`config.mk`:
```
export PLATFORM = sky130hd
export DESIGN_NAME = mem_dma
export DESIGN_NICKNAME = d
export VERILOG_FILES = /design/src/rtl/mem_dma.sv
export SDC_FILE = /design/constraint.sdc
export NUM_CORES = 1
export LEC_CHECK = 0
export CAP_MARGIN = 20
export CORE_AREA = 2 2 88 73
export CTS_CLUSTER_SIZE = 10
export DETAILED_ROUTE_END_ITERATION = 10
export DIE_AREA = 0 0 90 75
export PLACE_DENSITY_LB_ADDON = 0.25
export SYNTH_ARGS = -nofsm -noshare
export SYNTH_HDL_FRONTEND = slang
export SYNTH_SLANG_ARGS = --single-unit
```
`constraint.sdc`:
```
create_clock -name clk -period 1.55 [get_ports clk]
set_input_delay 0.155 -clock clk [delete_from_list [all_inputs] [get_ports clk]]
set_output_delay 0.155 -clock clk [all_outputs]
set_load 0.05 [all_outputs]
```
`src/rtl/mem_dma.sv`:
```
// mem_dma: block-transfer engine for a single-port synchronous memory.
// COPY moves LEN words from SRC to DST, reading one word and then writing it
// (two cycles per word). FILL writes a captured constant to LEN words at DST
// (one cycle per word). Pointers wrap modulo 2**AW. Memory-side outputs are
// decoded from the state so that an asynchronous reset silences the port at once.
module mem_dma #(
  parameter int AW = 10,
  parameter int DW = 8,
  parameter int LW = AW + 1
) (
  input  logic          clk,
  input  logic          rst_n,
  input  logic          start,
  input  logic          mode,
  input  logic [AW-1:0] src,
  input  logic [AW-1:0] dst,
  input  logic [LW-1:0] len,
  input  logic [DW-1:0] fill,
  input  logic          abort,
  output logic          busy,
  output logic          done,
  output logic          mem_ena,
  output logic          mem_wen,
  output logic [AW-1:0] mem_adr,
  output logic [DW-1:0] mem_wdt,
  input  logic [DW-1:0] mem_rdt
);

  localparam logic [2:0] S_IDLE = 3'd0;
  localparam logic [2:0] S_RD   = 3'd1;
  localparam logic [2:0] S_WR   = 3'd2;
  localparam logic [2:0] S_FILL = 3'd3;
  localparam logic [2:0] S_DONE = 3'd4;

  logic [2:0]    state_reg;
  logic [2:0]    state_next;
  logic [AW-1:0] src_ptr_reg;
  logic [AW-1:0] dst_ptr_reg;
  logic [LW-1:0] cnt_reg;
  logic [DW-1:0] fill_reg;
  logic          last_word;

  // The word being written now is the final one of the transfer.
  assign last_word = (cnt_reg == LW'(1));

  // Next-state selection; abort only matters while a transfer is active.
  always_comb begin
    state_next = state_reg;
    case (state_reg)
      S_IDLE: begin
        if (start) begin
          if (len == '0)
            state_next = S_DONE;
          else if (mode)
            state_next = S_FILL;
          else
            state_next = S_RD;
        end
      end
      S_RD: begin
        state_next = abort ? S_IDLE : S_WR;
      end
      S_WR: begin
        if (abort)
          state_next = S_IDLE;
        else if (last_word)
          state_next = S_DONE;
        else
          state_next = S_RD;
      end
      S_FILL: begin
        if (abort)
          state_next = S_IDLE;
        else if (last_word)
          state_next = S_DONE;
        else
          state_next = S_FILL;
      end
      S_DONE: begin
        state_next = S_IDLE;
      end
      default: begin
        state_next = S_IDLE;
      end
    endcase
  end

  // State plus transfer context: captured on an accepted start, stepped per write.
  always_ff @(posedge clk or negedge rst_n) begin
    if (!rst_n) begin
      state_reg   <= S_IDLE;
      src_ptr_reg <= '0;
      dst_ptr_reg <= '0;
      cnt_reg     <= '0;
      fill_reg    <= '0;
    end else begin
      state_reg <= state_next;
      case (state_reg)
        S_IDLE: begin
          if (start) begin
            src_ptr_reg <= src;
            dst_ptr_reg <= dst;
            cnt_reg     <= len;
            fill_reg    <= fill;
          end
        end
        S_WR: begin
          src_ptr_reg <= src_ptr_reg + AW'(1);
          dst_ptr_reg <= dst_ptr_reg + AW'(1);
          cnt_reg     <= cnt_reg - LW'(1);
        end
        S_FILL: begin
          dst_ptr_reg <= dst_ptr_reg + AW'(1);
          cnt_reg     <= cnt_reg - LW'(1);
        end
        default: begin
        end
      endcase
    end
  end

  // Memory port and status decode; idle port drives all zeros.
  always_comb begin
    busy    = 1'b0;
    done    = 1'b0;
    mem_ena = 1'b0;
    mem_wen = 1'b0;
    mem_adr = '0;
    mem_wdt = '0;
    case (state_reg)
      S_RD: begin
        busy    = 1'b1;
        mem_ena = 1'b1;
        mem_adr = src_ptr_reg;
      end
      S_WR: begin
        busy    = 1'b1;
        mem_ena = 1'b1;
        mem_wen = 1'b1;
        mem_adr = dst_ptr_reg;
        mem_wdt = mem_rdt;
      end
      S_FILL: begin
        busy    = 1'b1;
        mem_ena = 1'b1;
        mem_wen = 1'b1;
        mem_adr = dst_ptr_reg;
        mem_wdt = fill_reg;
      end
      S_DONE: begin
        done = 1'b1;
      end
      default: begin
      end
    endcase
  end

endmodule

```
==> reports/metrics.cfg, run 1 <==
[synth]
post-synth-top-area-cell = dfrtp_1
synth_nets = 338
ys_ff_latch = 42
ys_seq_area_frac = 0.426
synth_cells = 282
ys.flop_type = dfrtp_1
synth_edf_count = 0
postSynth.asyncResetShare = 1.00
yosys.cell_types.count = 50
synth-warning-count = 0
syn_avg_cell_area_um2 = 8.75
synthesis.area_um2 = 2470
synth_top_area_share = 0.426
yosys-top-cells-area = dfrtp_1 43%, nand2_1 8.2%, nor2_1 5.5%

[power]
p_clk_frac = 0.076
p_sw_frac = 0.465
pwr-share-comb = 0.699
p_sw_uw = 4760
p_per_area_nw_per_um2 = 2090
vdd_drop_max_mv = 1.74
intPower_uw = 5470
leakagePower_uw = 0.00205
seqPwrFrac = 0.225

[finish]
layout_common_cells = 50 x clkdlybuf4s50_1, 48 x buf_4, 46 x nand2_1, 40 x dfrtp_1, 21 x buf_6
drive_above_1_share = 0.486
final_cells = 509
largest_reg_flops = 11
diodes = 0
layout_commonest_cell = clkdlybuf4s50_1
area_delta_synth_final_pct = 97.9
nets = 483

[sta]
fin_skew_ns = 0.00984
setup-violations-final = 64
tightest_slew_ns = 0.344
slew_viol_final = 0
fin_setup_tns_ns = -8.50
timing.fmax_ghz = 0.559
fin_ws_ns = -0.239
hold_violations = 0
min_period_over_period = 1.15
grt_setup_unrepaired = true
maxSlewHeadroom = 0.771
fin_crit_ns = 1.79
timing.hold.ws_ns = 0.345

[clock_tree]
clock_latency_ns = 0.31
root_buffer = clkbuf_8
cts.sinks = 42
clock_path_buffers = 2
clk_pin_slew_ns = 0.09
htreeDepth = 2
cts_tree = yes
numCtsBuffers = 5

[die]
rows = 25
die_h_um = 75
die_area_um2 = 6750
die_w_um = 90
core-area_um2 = 5820
io_pins = 74
start_util = 0.424

[placed_design]
gp_congestion = 0.883
place_hpwl_um = 5670
portBuffers = 73
dp_cells = 475

[global_routing]
antenna_found_initial = 0
grt_pass1_vias = 2720
grt_pass1_wl_um = 13500
grt_max_degree = 43
grt_use_total = 0.253
grt_overflow = 0

[detailed_routing]
routedWlPerCell_um = 20.3
firstDrtPassIters = 5
drtAntennaViolNets = 0
wirelength_um = 10400
vias = 3007
drt_iter0_markers = 305
drcViolationCount = 0
vias_per_cell = 5.91

[worst_setup_path]
crit_chain = buf_6 -> nand2b_4 -> inv_8 -> buf_12 -> a22o_4 -> buf_8
critPathKind = flip-flop to primary output
startpoint_type = flip-flop
endpoint_kind = primary output
worstRegToRegCells = 5
crit_slowest_cell = dfrtp_2
cp_data_arrival_time_ns = 1.63
critPathMaxStageDelay_ns = 0.40
crit_fanout = 9
required_ns = 1.39

[hold_path]
hold_class = input pin to asynchronous set/reset pin

[run]
max_cap_viol_count = 0

[run_status]
failed_checks = setup timing
status = finished with violations

## final cells by class
class,count,area [um2]
inverters,4,22.5
multi-input cells,220,1890
repair buffers,154,1720
well taps,81,101
flip-flops and latches,42,1050
clock buffers,6,82.6
clock inverters,2,12.5
fillers,294,932
## Yosys cell counts (2+ instances only)
library cell and number:
a211oi_1 7, a21oi_1 6, a22o_1 9, a22oi_1 3
a311oi_1 5, and3_1 7, buf_1 2, buf_2 4
buf_4 2, clkbuf_1 8, dfrtp_1 42, ha_1 4
inv_1 3, mux2i_1 8, nand2_1 54, nand2b_1 2
nand3_1 12, nand4_1 5, nor2_1 36, nor2b_1 2
nor3_1 8, nor4_1 4, o211ai_1 11, o21ai_0 2
o21ai_1 5, o22ai_1 3, o311ai_1 2, or2_1 2
or3_1 3
## cell families (layout without fill, tap and decap cells)
kind of cell	after synthesis	count (layout)	share of synthesized area
adder cells (fa/ha/maj)	4	4	0.0203
AO/OA/AOI/OAI	59	59	0.178
AND/OR/NAND/NOR	148	149	0.304
buffers and inverters	21	166	0.0400
multiplexers	8	8	0.0324
flip-flops	42	42	0.426
## power groups by stage
stage,registers [uW],logic [uW],clock network (uW)
after CTS,2190,5950,777
final,2300,7150,775
after global placement,2150,5090,0
after floorplan,2080,3240,0
after detailed placement,2180,5200,0
after global routing,2340,7460,834
## worst paths after layout
kind | start | end | slack, ns
max in group asynchronous | rst_n | src_ptr_reg[0]$_DFFE_PN0P_ | 0.97
min in group clk | fill[6] | fill_reg[6]$_DFFE_PN0P_ | 0.39
min | rst_n | cnt_reg[3]$_DFFE_PN0P_ | 0.34
max reg2reg | state_reg[2]$_DFFE_PN0P_ | cnt_reg[5]$_DFFE_PN0P_ | -0.22
min reg2reg | fill_reg[2]$_DFFE_PN0P_ | fill_reg[2]$_DFFE_PN0P_ | 0.54
max | state_reg[2]$_DFFE_PN0P_ | mem_adr[2] | -0.24
## routing by layer
| metal | routed length, um | global-route usage | up-vias |
|---|---|---|---|
| li1 | - | - | 1335 |
| met1 | 4250 | 0.347 | 1455 |
| met2 | 5170 | 0.424 | 179 |
| met3 | 678 | 0.0390 | 38 |
| met4 | 263 | 0.0769 | 0 |
| met5 | 0 | 0 | - |
## what timing repair did
| action | in CTS | in global routing |
|---|---|---|
| resized for setup | 58 | 90 |
| hold endpoints to repair | 42 | 0 |
| pin swaps | 10 | 48 |
| hold buffers | 1 | 0 |
| setup buffers | 6 | 16 |
| endpoints found under the setup margin | 60 | 63 |
| gates cloned | 2 | 2 |
## critical path: cells and delay by family, from the launching register on
family,cells,cell delay (ns)
AO/OA/AOI/OAI,1,0.26
buffers and inverters,4,0.47
flip-flops,1,0.40
AND/OR/NAND/NOR,1,0.19
## metrics by stage
stage               area (um2)  power (uW)   util  setup WS [ns]
global placement          3950        7230  0.680         -0.247
floorplan                 2680        5320      -         -0.151
detailed placement        3950        7370  0.680         -0.258
CTS                       4390        8920  0.755         -0.212
finish                    4890       10200  0.840         -0.239
global route              4890       10600  0.840         -0.289
Power figures use the tool's default switching activity.
==> inputs of run 2 (changes only) <==
--- a/config.mk
+++ b/config.mk
@@ -11,6 +11,8 @@
 export DETAILED_ROUTE_END_ITERATION = 10
 export DIE_AREA = 0 0 90 75
 export PLACE_DENSITY_LB_ADDON = 0.25
+export RECOVER_POWER = 50
+export SLEW_MARGIN = 20
 export SYNTH_ARGS = -nofsm -noshare
 export SYNTH_HDL_FRONTEND = slang
 export SYNTH_SLANG_ARGS = --single-unit
==> run 2 against run 1 <==
Compared with the run above:
- the flow still finishes with violations (setup timing)
- global-route usage is the same
- critical endpoint unchanged
- sequential power about the same
- worst hold slack gained 0.042 ns
- clock skew shrank 0.00090 ns
- critical path depth did not move
- fmax is 0.12% higher
- combinational power about the same
- final cell count is the same
- sequential share of layout area grew 0.066 points
==> reports/metrics.cfg, run 2 (same netlist as run 1, synthesis figures left out) <==
[run_status]
status = finished with violations
failed_checks = setup timing

[sta]
fin_crit_ns = 1.79  ; -0.00212 ns
fin_skew_ns = 0.00895  ; -0.000896 ns
fin_setup_tns_ns = -8.54  ; -0.0411 ns
tightest_slew_ns = 1.03  ; +0.686 ns
slew_viol_final = 0  ; unchanged
setup-violations-final = 64  ; unchanged
maxSlewHeadroom = 0.313  ; -0.457
fin_ws_ns = -0.237  ; +0.00213 ns
min_period_over_period = 1.15  ; -0.00137
grt_setup_unrepaired = true
timing.fmax_ghz = 0.560  ; +0.12%
hold_violations = 0  ; unchanged

[worst_setup_path]
crit_chain = buf_6 -> nand2b_4 -> inv_8 -> buf_12 -> a22o_4 -> buf_8
endpoint_kind = primary output
required_ns = 1.39  ; about the same
critPathKind = flip-flop to primary output
crit_slowest_cell = dfrtp_2
path_delay_family = buffers and inverters
path_buf_inv = 4  ; unchanged
crit_fanout = 9  ; unchanged
cp_data_arrival_time_ns = 1.63  ; about the same
startpoint_type = flip-flop
critPathMaxStageDelay_ns = 0.40  ; about the same
ff2ff_setup_slack_ns = -0.23  ; about the same

[finish]
nets = 483  ; unchanged
diodes = 0  ; unchanged
layout_common_cells = 50 x clkdlybuf4s50_1, 48 x buf_4, 46 x nand2_1, 40 x dfrtp_1, 21 x buf_6
drive_above_1_share = 0.486  ; unchanged
largest_reg_flops = 11  ; unchanged
layout_commonest_cell = clkdlybuf4s50_1
area_delta_synth_final_pct = 97.3
final_core_util = 0.837  ; -0.00258
nFillCells = 295  ; +0.34%

[power]
p_per_area_nw_per_um2 = 2100  ; +0.27%
leakagePower_uw = 0.00205  ; -0.27%
vdd_drop_max_mv = 1.74  ; about the same

[clock_tree]
clk_pin_slew_ns = 0.09  ; about the same
cts.sinks = 42  ; unchanged
clock_path_buffers = 2  ; unchanged
root_buffer = clkbuf_8
clock_latency_ns = 0.30  ; about the same
htreeDepth = 2  ; unchanged
numCtsBuffers = 5  ; unchanged
cts_tree = yes

[die]
start_util = 0.424  ; unchanged
core-area_um2 = 5820  ; unchanged
io_pins = 74  ; unchanged
die_area_um2 = 6750  ; unchanged
die_w_um = 90  ; unchanged
rows = 25  ; unchanged
die_h_um = 75  ; unchanged

[global_routing]
antenna_found_initial = 0  ; unchanged
grt_pass1_vias = 2720  ; unchanged
grt_pass1_wl_um = 13500  ; unchanged
grt_overflow = 0  ; unchanged
grt_max_degree = 43  ; unchanged
grt_use_total = 0.253  ; unchanged

[detailed_routing]
drt_iter0_markers = 271  ; -11%
firstDrtPassIters = 4  ; -1
vias = 2967  ; -1.3%
vias_per_cell = 5.83  ; -1.3%
routedWlPerCell_um = 20.3  ; -0.11%
wirelength_um = 10300  ; -0.11%
drcViolationCount = 0  ; unchanged
drtAntennaViolNets = 0  ; unchanged

[placed_design]
portBuffers = 73  ; unchanged
place_hpwl_um = 5670  ; unchanged
gp_congestion = 0.883  ; unchanged

[run]
max_cap_viol_count = 0  ; unchanged

[hold_path]
hold_class = input pin to flip-flop

## run 2: cell types whose count changed in the layout (fill, tap and decap cells not counted)
cell    previous run  this run
buf_12            18        17
buf_2              1         2
## run 2: layer usage
metal  GRT usage  vias up  share of wire
li1            -     1333              -
met1       0.347     1449           0.42
met2       0.424      156           0.50
met3      0.0390       29          0.062
met4      0.0769        0          0.023
met5           0        -              0
## run 2: path summary, 6_finish.rpt
kind | startpoint | endpoint | depth (start not counted)
worst max-delay path | state_reg[2]$_DFFE_PN0P_ | mem_adr[2] | 6
worst min-delay path | fill[6] | fill_reg[6]$_DFFE_PN0P_ | 3
worst max register to register | state_reg[2]$_DFFE_PN0P_ | cnt_reg[5]$_DFFE_PN0P_ | 5
worst min register to register | fill_reg[2]$_DFFE_PN0P_ | fill_reg[2]$_DFFE_PN0P_ | 2
max in group asynchronous | rst_n | src_ptr_reg[0]$_DFFE_PN0P_ | 3
min in group asynchronous | rst_n | dst_ptr_reg[5]$_DFFE_PN0P_ | 3
## run 2: worst reg2reg max path, stage by stage, from the launching register on
cell and delay (ns):
dfrtp_2 0.44, buf_6 0.14, or4b_4 0.57, nand2b_4 0.19, o211ai_1 0.19, o311ai_1 0.13
## run 2: report_power, final
group	internal [uW]	total, uW	switching [uW]
Combinational	3480	7140	3660
Clock	359	778	419
Sequential	1620	2300	683
Total	5460	10200	4760
## run 2: what timing repair did
action,CTS,global route
gates resized for setup,58,90
gates cloned,2,2
pin swaps,10,48
endpoints found under the setup margin,60,63
endpoints found under the hold margin,42,0
setup buffers,6,16
hold buffers,1,0
## run 2: final cells by class
type / count / area (um2) / share of cell area
Tap cell: 81 / 101 / 0.0208
Timing Repair Buffer: 154 / 1710 / 0.350
Inverter: 4 / 22.5 / 0.00462
Clock buffer: 6 / 82.6 / 0.0170
Multi-Input combinational cell: 220 / 1890 / 0.389
Sequential cell: 42 / 1050 / 0.216
Clock inverter: 2 / 12.5 / 0.00257
## run 2: stage by stage
step	setup slack (ns)	instances	hold WS [ns]	total power, uW	area (um2)
global route	-0.289	509	0.401	10600	4870
CTS	-0.212	492	0.358	8920	4390
floorplan	-0.151	282	-0.141	5320	2680
finish	-0.237	509	0.387	10200	4870
detailed placement	-0.258	475	0.151	7370	3950
global placement	-0.247	475	0.151	7230	3950
==> inputs of run 3 (changes only) <==
==> constraint.sdc (replaced) <==
create_clock -name clk -period 1.55 [get_ports clk]
set_input_delay 0.155 -clock clk [delete_from_list [all_inputs] [get_ports clk]]
set_output_delay 0.155 -clock clk [all_outputs]
set_load 0.005 [all_outputs]
==> run 3 against run 2 <==
Compared with the run above:
- the flow still finishes with violations (setup timing)
- fmax fell by 5.1%
- power fell by 14%
- via count rose by 4.9%
- die area did not move
- critical path type is now flip-flop to flip-flop
- largest power group unchanged
==> reports/metrics.cfg, run 3 (same netlist as run 1, synthesis figures left out) <==
[power]
fin_total_pwr_uw = 8750  ; -14%
p_per_area_nw_per_um2 = 1900  ; -9.4%
pwr-share-comb = 0.636  ; -0.063
p_clk_frac = 0.100  ; +0.024
seqPwrFrac = 0.264  ; +0.039
vdd_drop_max_mv = 1.03  ; -41%
intPower_uw = 5000  ; -8.5%
p_sw_uw = 3760  ; -21%
leakagePower_uw = 0.00201  ; -2.1%
p_sw_frac = 0.429  ; -0.0364

[worst_setup_path]
crit_start = state_reg[2]$_DFFE_PN0P_
crit_fanout = 6  ; -3
endpoint_kind = flip-flop
cp_data_arrival_time_ns = 2.07  ; +0.44 ns
critPathKind = flip-flop to flip-flop
required_ns = 1.73  ; +0.34 ns
startpoint_type = flip-flop
r2r-start = state_reg[2]$_DFFE_PN0P_

[finish]
area_delta_synth_final_pct = 86.6
seq_area_um2 = 1050  ; unchanged
layout_commonest_cell = clkdlybuf4s50_1
largest_reg_flops = 11  ; unchanged
final_core_util = 0.792  ; -0.0454
nFillCells = 360  ; +22%
layout_common_cells = 50 x clkdlybuf4s50_1, 41 x buf_6, 40 x dfrtp_1, 39 x nand2_1, 36 x buf_4
drive_above_1_share = 0.468  ; -0.0182
final_cells = 515  ; +1.2%
diodes = 0  ; unchanged
nets = 489  ; +1.2%
multi_input_area_um2 = 1740  ; -7.9%

[global_routing]
grt_use_total = 0.297  ; +0.0443
antenna_found_initial = 0  ; unchanged
grt_overflow = 0  ; unchanged
grt_max_degree = 43  ; unchanged
grt_pass1_vias = 3013  ; +11%
grt_pass1_wl_um = 15500  ; +15%

[detailed_routing]
routed-wl-met2_um = 4960  ; -4.0%
met3_length_um = 988  ; +55%
routedWlPerCell_um = 20.7  ; +1.7%
drt_iter0_markers = 353  ; +30%
vias_per_cell = 6.04  ; +3.6%
drt-met1-wl_um = 4170  ; -3.2%
wirelength_um = 10600  ; +2.9%
drtAntennaViolNets = 0  ; unchanged
firstDrtPassIters = 5  ; +1
top_layer_used = met4
drcViolationCount = 0  ; unchanged
vias = 3111  ; +4.9%

[sta]
timing.fmax_ghz = 0.531  ; -5.1%
fin_ws_ns = -0.334  ; -0.0968 ns
hold_violations = 0  ; unchanged
fin_crit_ns = 1.88  ; +0.0968 ns
grt_setup_unrepaired = true
setup-violations-final = 63  ; -1.6%
maxSlewHeadroom = 0.353  ; +0.0399
fin_skew_ns = 0.00324  ; -0.00571 ns
tightest_slew_ns = 0.970  ; -0.0598 ns
min_period_over_period = 1.22  ; +0.0624
slew_viol_final = 0  ; unchanged

[clock_tree]
root_buffer = clkbuf_8
clock_latency_ns = 0.31  ; about the same
cts.sinks = 42  ; unchanged
clk_pin_slew_ns = 0.09  ; about the same
numCtsBuffers = 5  ; unchanged
cts_tree = yes
htreeDepth = 2  ; unchanged
clock_path_buffers = 2  ; unchanged

[die]
rows = 25  ; unchanged
die_area_um2 = 6750  ; unchanged
core-area_um2 = 5820  ; unchanged
io_pins = 74  ; unchanged
die_w_um = 90  ; unchanged
start_util = 0.424  ; unchanged
die_h_um = 75  ; unchanged

[placed_design]
portBuffers = 73  ; unchanged
dp_cells = 469  ; -1.3%
gp_congestion = 0.882  ; -0.17%
place_ws_ns = -0.231  ; +0.0264 ns
place_hpwl_um = 5320  ; -6.1%

[run_status]
failed_checks = setup timing
status = finished with violations

[hold_path]
min_from = fill[5]
hold_class = input pin to flip-flop

[run]
max_cap_viol_count = 0  ; unchanged

==> run 3: cell count changes in the layout (fill, tap and decap cells not counted), sizes merged <==
cell / before / now
buf: 102 / 109
clkinv: 1 / 0
clkinvlp: 1 / 0
or4b: 3 / 2
clkbuf: 7 / 9
==> run 3: critical path: stages, from the launching register on <==
cell	delay, ns
dfrtp_2	0.46
buf_6	0.15
or4b_4	0.65
buf_12	0.18
buf_16	0.14
nand3_2	0.08
o211ai_1	0.09
==> run 3: routing by layer <==
layer,track usage,vias to the layer above
met2,0.521,223
met5,0,-
met3,0.0871,65
li1,-,1342
met1,0.357,1481
met4,0.111,0
==> run 3: worst paths after layout <==
check	end	slack, ns	cells past startpoint
min in group asynchronous	fill_reg[7]$_DFFE_PN0P_	0.61	3
worst min-delay path	fill_reg[5]$_DFFE_PN0P_	0.37	3
worst max register to register	cnt_reg[2]$_DFFE_PN0P_	-0.33	6
max in group asynchronous	state_reg[2]$_DFFE_PN0P_	0.28	3
worst max-delay path	cnt_reg[2]$_DFFE_PN0P_	-0.33	6
worst min register to register	fill_reg[2]$_DFFE_PN0P_	0.49	2
==> run 3: stage by stage <==
step	instance area [um2]	TNS (ns)	hold WS, ns
floorplan	2550	-0.475	-0.141
global route	4610	-14.78	0.395
global placement	3660	-6.12	0.261
detailed placement	3660	-7.46	0.263
finish	4610	-12.57	0.368
CTS	4400	-10.48	0.369
==> run 3: what timing repair did <==
item,CTS,global route
hold buffers,1,0
hold endpoints to repair,42,0
setup buffers,28,13
gates resized for setup,183,56
cloned,7,1
pin swaps,46,47
endpoints found under the setup margin,62,62
==> run 3: layout make-up <==
| class | instances | area share |
|---|---|---|
| Sequential cell | 42 | 0.229 |
| Inverter | 4 | 0.00489 |
| Tap cell | 81 | 0.0220 |
| Clock buffer | 8 | 0.0239 |
| Multi-Input combinational cell | 219 | 0.379 |
| Timing Repair Buffer | 161 | 0.342 |
==> run 3: power groups by stage <==
stage                     Clock, uW  Combinational [uW]  Sequential, uW
after floorplan                   0                2000            2040
after global placement            0                3520            2150
after detailed placement          0                3610            2160
after CTS                       856                4850            2180
after global routing            911                5890            2370
final                           879                5560            2310
